$ cat config.mk
export PLATFORM = sky130hd
export DESIGN_NAME = jk_counter_ctrl
export DESIGN_NICKNAME = d
export VERILOG_FILES = /design/src/rtl/jk_counter_ctrl_pkg.sv /design/src/rtl/jk_bank.sv /design/src/rtl/jk_counter_ctrl.sv
export SDC_FILE = /design/constraint.sdc
export NUM_CORES = 1
export LEC_CHECK = 0
export BUFFER_PORTS_ARGS = -buffer_cell sky130_fd_sc_hd__buf_2
export CAP_MARGIN = 20
export CORE_MARGIN = 5
export CORE_UTILIZATION = 49
export CTS_CLUSTER_SIZE = 40
export DETAILED_ROUTE_END_ITERATION = 7
export PLACE_DENSITY = 0.81
export SLEW_MARGIN = 20
export SYNTH_ARGS = -nofsm -noshare
export SYNTH_HDL_FRONTEND = slang
export SYNTH_SLANG_ARGS = --single-unit
$ cat constraint.sdc
create_clock -name clk -period 1.94 [get_ports clk]
set_input_delay 0 -clock clk [delete_from_list [all_inputs] [get_ports clk]]
set_output_delay 0 -clock clk [all_outputs]
set_load 0.02 [all_outputs]
$ cat src/rtl/jk_counter_ctrl_pkg.sv
// Shared encodings for the JK counter controller and its flop bank.
package jk_counter_ctrl_pkg;

  // Command opcodes as presented on cmd_op.
  typedef enum logic [1:0] {
    OP_CLEAR = 2'b00,
    OP_LOAD  = 2'b01,
    OP_UP    = 2'b10,
    OP_DOWN  = 2'b11
  } op_e;

  // Controller sequencing states.
  typedef enum logic [1:0] {
    IDLE = 2'b00,
    EXEC = 2'b01,
    DONE = 2'b10
  } state_e;

  // Per-bit JK drive codes, packed as {j, k}.
  localparam logic [1:0] JK_HOLD = 2'b00;
  localparam logic [1:0] JK_RST  = 2'b01;
  localparam logic [1:0] JK_SET  = 2'b10;
  localparam logic [1:0] JK_TOG  = 2'b11;

  // Count commands with a zero length complete without touching the bank.
  function automatic logic is_count_op(input logic [1:0] op);
    return (op == OP_UP) || (op == OP_DOWN);
  endfunction

endpackage

$ cat src/rtl/jk_bank.sv
// Bank of WIDTH JK flip-flops sharing one clock and asynchronous active-low reset.
module jk_bank #(
  parameter int unsigned WIDTH = 4
) (
  input  logic             clk,
  input  logic             reset,
  input  logic [WIDTH-1:0] j,
  input  logic [WIDTH-1:0] k,
  output logic [WIDTH-1:0] q
);

  for (genvar i = 0; i < WIDTH; i++) begin : g_cell
    logic q_q;

    // Classic JK cell: hold, reset, set or toggle on each rising edge.
    always_ff @(posedge clk or negedge reset) begin
      if (!reset) begin
        q_q <= 1'b0;
      end else begin
        unique case ({j[i], k[i]})
          2'b00:   q_q <= q_q;
          2'b01:   q_q <= 1'b0;
          2'b10:   q_q <= 1'b1;
          default: q_q <= ~q_q;
        endcase
      end
    end

    assign q[i] = q_q;
  end

endmodule

$ cat src/rtl/jk_counter_ctrl.sv
// Command sequencer that drives a JK flop bank as a loadable up/down counter.
module jk_counter_ctrl
  import jk_counter_ctrl_pkg::*;
#(
  parameter int unsigned WIDTH = 4,
  parameter int unsigned LEN_W = 8
) (
  input  logic             clk,
  input  logic             reset,
  input  logic             cmd_valid,
  output logic             cmd_ready,
  input  logic [1:0]       cmd_op,
  input  logic [WIDTH-1:0] cmd_data,
  input  logic [LEN_W-1:0] cmd_len,
  output logic [WIDTH-1:0] q,
  output logic             busy,
  output logic             done
);

  state_e           state_q, state_d;
  op_e              op_q, op_d;
  logic [WIDTH-1:0] data_q, data_d;
  logic [LEN_W-1:0] rem_q, rem_d;
  logic [WIDTH-1:0] j, k;
  logic [WIDTH-1:0] q_dir;
  logic [WIDTH-1:0] tog;
  logic [1:0]       code;

  jk_bank #(
    .WIDTH(WIDTH)
  ) u_bank (
    .clk  (clk),
    .reset(reset),
    .j    (j),
    .k    (k),
    .q    (q)
  );

  // Toggle-enable chain: bit i flips when all lower bits are 1 (up) or 0 (down).
  always_comb begin
    q_dir = (op_q == OP_DOWN) ? ~q : q;
    tog   = '0;
    for (int i = 0; i < WIDTH; i++) begin
      tog[i] = 1'b1;
      for (int b = 0; b < i; b++) begin
        tog[i] = tog[i] & q_dir[b];
      end
    end
  end

  // Next-state, command capture and JK drive generation.
  always_comb begin
    state_d   = state_q;
    op_d      = op_q;
    data_d    = data_q;
    rem_d     = rem_q;
    j         = '0;
    k         = '0;
    code      = JK_HOLD;
    cmd_ready = reset && (state_q == IDLE);
    busy      = (state_q != IDLE);
    done      = (state_q == DONE);

    unique case (state_q)
      IDLE: begin
        if (cmd_valid && cmd_ready) begin
          op_d   = op_e'(cmd_op);
          data_d = cmd_data;
          rem_d  = cmd_len;
          if (is_count_op(cmd_op) && (cmd_len == '0)) begin
            state_d = DONE;
          end else begin
            state_d = EXEC;
          end
        end
      end
      EXEC: begin
        for (int i = 0; i < WIDTH; i++) begin
          unique case (op_q)
            OP_CLEAR: code = JK_RST;
            OP_LOAD:  code = data_q[i] ? JK_SET : JK_RST;
            default:  code = tog[i] ? JK_TOG : JK_HOLD;
          endcase
          j[i] = code[1];
          k[i] = code[0];
        end
        if (is_count_op(op_q)) begin
          rem_d = rem_q - LEN_W'(1);
          if (rem_q == LEN_W'(1)) begin
            state_d = DONE;
          end
        end else begin
          state_d = DONE;
        end
      end
      DONE: state_d = IDLE;
      default: state_d = IDLE;
    endcase
  end

  // Controller state; the bank itself lives in jk_bank.
  always_ff @(posedge clk or negedge reset) begin
    if (!reset) begin
      state_q <= IDLE;
      op_q    <= OP_CLEAR;
      data_q  <= '0;
      rem_q   <= '0;
    end else begin
      state_q <= state_d;
      op_q    <= op_d;
      data_q  <= data_d;
      rem_q   <= rem_d;
    end
  end

endmodule
==> metrics.txt <==
# TYPE chip_impl_metric gauge
chip_impl_info{name="outcome",value="finished, final reports clean"} 1
chip_impl_metric{name="gp_congestion",unit=""} 0.841
chip_impl_metric{name="final_cells",unit=""} 217
chip_impl_metric{name="ys.warnings.count",unit=""} 0
chip_impl_metric{name="synth_top_cell_area_share",unit=""} 0.372
chip_impl_metric{name="number_of_antenna_violations_at_the_first_check_in_global_routing",unit=""} 0
chip_impl_metric{name="num_io_pins",unit=""} 24
chip_impl_info{name="mostFrequentLayoutCell",value="buf_2"} 1
chip_impl_metric{name="postCtsSetupBuffers",unit=""} 0
chip_impl_info{name="setup.worst_path.start_class",value="flip-flop"} 1
chip_impl_metric{name="antenna-diode-count",unit=""} 0
chip_impl_info{name="layout_common_cells",value="23 x buf_2, 20 x dfrtp_1, 17 x nand2_1"} 1
chip_impl_metric{name="layout.filler_cells",unit=""} 223
chip_impl_metric{name="seq_area",unit="um^2"} 500
chip_impl_metric{name="tightestPinTransition",unit="ns"} 0.464
chip_impl_metric{name="synth_nets",unit=""} 176
chip_impl_metric{name="multi_input_gate_area",unit="um^2"} 768
chip_impl_metric{name="post-route-worst-setup-slack",unit="ns"} 0.0454
chip_impl_metric{name="count_of_maximum_capacitance_violations",unit=""} 0
chip_impl_metric{name="clkSinkCount",unit=""} 20
chip_impl_metric{name="netlist_area",unit="mm^2"} 0.00135
chip_impl_metric{name="p_per_area",unit="mW/mm^2"} 1460
chip_impl_metric{name="die_w",unit="um"} 62.4
chip_impl_metric{name="avgViaCountPerCell",unit=""} 5.77
chip_impl_info{name="synthDominantAreaCellType",value="dfrtp_1"} 1
chip_impl_metric{name="placed_instances",unit=""} 202
chip_impl_metric{name="final.setup_skew",unit="ns"} 0.00223
chip_impl_metric{name="synthDistinctLibCells",unit=""} 40
chip_impl_metric{name="asyncSetResetFlopFracSynth",unit=""} 1.00
chip_impl_metric{name="holdWs",unit="ns"} 0.0160
chip_impl_metric{name="core_region_area",unit="mm^2"} 0.00269
chip_impl_info{name="synth.top_cells.by_area",value="dfrtp_1 37%, ha_1 8.4%, nand2_1 4.7%"} 1
chip_impl_metric{name="layout.nets",unit=""} 214
chip_impl_metric{name="finish.utilization",unit=""} 0.616
chip_impl_info{name="cp-end-kind",value="flip-flop"} 1
chip_impl_metric{name="drtPass1Iterations",unit=""} 5
chip_impl_metric{name="critical_path.max_fanout",unit=""} 5
chip_impl_metric{name="synth.avg_cell_area",unit="um^2"} 8.98
chip_impl_info{name="postSynth.topFlopCell",value="dfrtp_1"} 1
chip_impl_metric{name="setup_viol",unit=""} 0
chip_impl_metric{name="synth.ff_latch_count",unit=""} 20
chip_impl_metric{name="drv_slew",unit=""} 0
chip_impl_metric{name="avgRoutedWirePerCell",unit="um"} 15.0
chip_impl_info{name="critPathKind",value="flip-flop to flip-flop"} 1
chip_impl_metric{name="fmax",unit="GHz"} 0.528
chip_impl_metric{name="dieArea",unit="mm^2"} 0.00390
chip_impl_info{name="rsz0062_at_grt",value="yes"} 1
chip_impl_metric{name="finalCriticalPeriod",unit="ns"} 1.89
chip_impl_info{name="cts_tree",value="built"} 1
chip_impl_metric{name="finalHoldViolations",unit=""} 0
chip_impl_metric{name="clkLatencyLatePin",unit="ns"} 0.31
chip_impl_metric{name="detail_route.wirelength",unit="um"} 3270
chip_impl_metric{name="cts-root-to-sink-buffers",unit=""} 2
chip_impl_metric{name="area.growth.synth_to_final",unit="%"} 23.0
chip_impl_metric{name="syn-instance-count",unit=""} 150
chip_impl_metric{name="clkSlewWorstSetupHoldPaths",unit="ns"} 0.12
chip_impl_metric{name="p_leak",unit="nW"} 0.739
chip_impl_metric{name="critical_path_required",unit="ns"} 2.16
chip_impl_info{name="min-delay-path-class",value="input port to flip-flop"} 1
chip_impl_info{name="cts.root.buffer_cell",value="clkbuf_4"} 1
chip_impl_metric{name="grt_first_pass_wirelength",unit="um"} 5230
chip_impl_metric{name="cts.htree.levels",unit=""} 1
chip_impl_metric{name="drtIter0Drc",unit=""} 55
chip_impl_metric{name="number_of_synthesized_flops_with_an_enable_pin",unit=""} 0
chip_impl_metric{name="initial_utilization",unit=""} 0.501
chip_impl_metric{name="slew_headroom",unit=""} 0.691
chip_impl_metric{name="synth_sequential_area_ratio",unit=""} 0.372
chip_impl_metric{name="num_rows",unit=""} 19
chip_impl_metric{name="drive_above_1_share",unit=""} 0.274
chip_impl_metric{name="place.port_buffers",unit=""} 23
chip_impl_metric{name="cts_inserted_buffers",unit=""} 3
chip_impl_metric{name="drc_errors",unit=""} 0
chip_impl_metric{name="period_share",unit=""} 0.977
chip_impl_metric{name="fin_setup_tns",unit="ns"} 0
chip_impl_metric{name="max-vdd-ir-drop",unit="uV"} 830
chip_impl_metric{name="grt_pass1_vias",unit=""} 1225
chip_impl_metric{name="die-height",unit="um"} 62.4
chip_impl_metric{name="worstPathArrival",unit="ns"} 2.12
chip_impl_metric{name="track_usage",unit=""} 0.166
chip_impl_metric{name="via_count",unit=""} 1253
chip_impl_metric{name="grt.overflow.total",unit=""} 0
chip_impl_metric{name="grt_max_degree",unit=""} 22
chip_impl_metric{name="dpl.hpwl",unit="um"} 2390
chip_impl_metric{name="antenna_left",unit=""} 0
chip_impl_metric{name="place_ws",unit="ns"} 0.0269
## state kept, by name, summed over array words and instances (netlist names)
register and flops:
rem_q 8, state_q 2, u_bank.g_cell.q_q 4, data_q 4
op_q 2
## where the power goes
| part | total, mW | switching, mW | internal [mW] |
|---|---|---|---|
| Combinational | 1.41 | 0.794 | 0.620 |
| Clock | 0.211 | 0.138 | 0.0728 |
| Sequential | 0.797 | 0.176 | 0.621 |
| Total | 2.42 | 1.11 | 1.31 |
## cell type report
type,count,area share
repair buffers,43,0.178
well taps,31,0.0234
multi-input cells,112,0.464
inverters,8,0.0181
flip-flops and latches,20,0.302
clock buffers,3,0.0136
## repair_timing
item / CTS / global route
pin swaps: 1 / 3
resized for setup: 1 / 3
endpoints found under the setup margin: 3 / 3
endpoints found under the hold margin: 31 / 0
hold buffers: 12 / 0
## logic make-up (layout without fill, tap and decap cells)
| group | count (synthesis) | after routing | share of synthesized area |
|---|---|---|---|
| xor+xnor | 2 | 2 | 0.0130 |
| buf+inv | 18 | 54 | 0.0678 |
| mux | 5 | 5 | 0.0418 |
| fa+ha+maj | 9 | 9 | 0.0836 |
| simple gates | 54 | 54 | 0.214 |
| flops | 20 | 20 | 0.372 |
| compound gates | 42 | 42 | 0.208 |
## final timing paths
check                                            end  depth (start not counted)                 start  slack [ns]
worst max-delay path            u_bank.g_cell[2].q_q                          6  u_bank.g_cell[1].q_q        0.05
worst min-delay path                      state_q[1]                          4            cmd_len[7]        0.02
worst max register to register  u_bank.g_cell[2].q_q                          6  u_bank.g_cell[1].q_q        0.05
worst min register to register  u_bank.g_cell[3].q_q                          1  u_bank.g_cell[3].q_q        0.50
max in group asynchronous                   rem_q[2]                          3                 reset        1.52
min in group asynchronous                  data_q[2]                          3                 reset        0.19
## per-layer routing
| layer | global-route usage | vias up | share of wire | routed length [um] |
|---|---|---|---|---|
| li1 | - | 598 | - | - |
| met1 | 0.206 | 602 | 0.44 | 1430 |
| met2 | 0.255 | 45 | 0.49 | 1610 |
| met3 | 0.0486 | 8 | 0.051 | 168 |
| met4 | 0.0928 | 0 | 0.017 | 57 |
| met5 | 0 | - | 0 | 0 |
## Yosys cell counts, drive strengths merged (2+ instances only)
| library cell | instances |
|---|---|
| nor2b | 6 |
| a211oi | 4 |
| ha | 9 |
| nor3b | 4 |
| a21o | 2 |
| nand2 | 17 |
| a22oi | 3 |
| nand2b | 2 |
| buf | 9 |
| inv | 8 |
| o32ai | 2 |
| a21oi | 12 |
| nor2 | 12 |
| o21ai | 12 |
| mux2 | 5 |
| nand3 | 2 |
| dfrtp | 20 |
| o211ai | 2 |
## worst max-delay path, cell delays in order, from the launching register on
cell and delay [ns]:
dfrtp_1 0.40, or3b_4 0.41, a31oi_4 0.24, nand2_1 0.11
ha_1 0.32, nor3b_1 0.14, a211oi_1 0.19
## through the flow
stage               instance area, um^2  power, mW
floorplan                          1350       1.80
finish                             1660       2.42
global placement                   1500       2.05
global route                       1660       2.60
CTS                                1640       2.39
detailed placement                 1500       2.15
(Power assumes the default switching activity.)
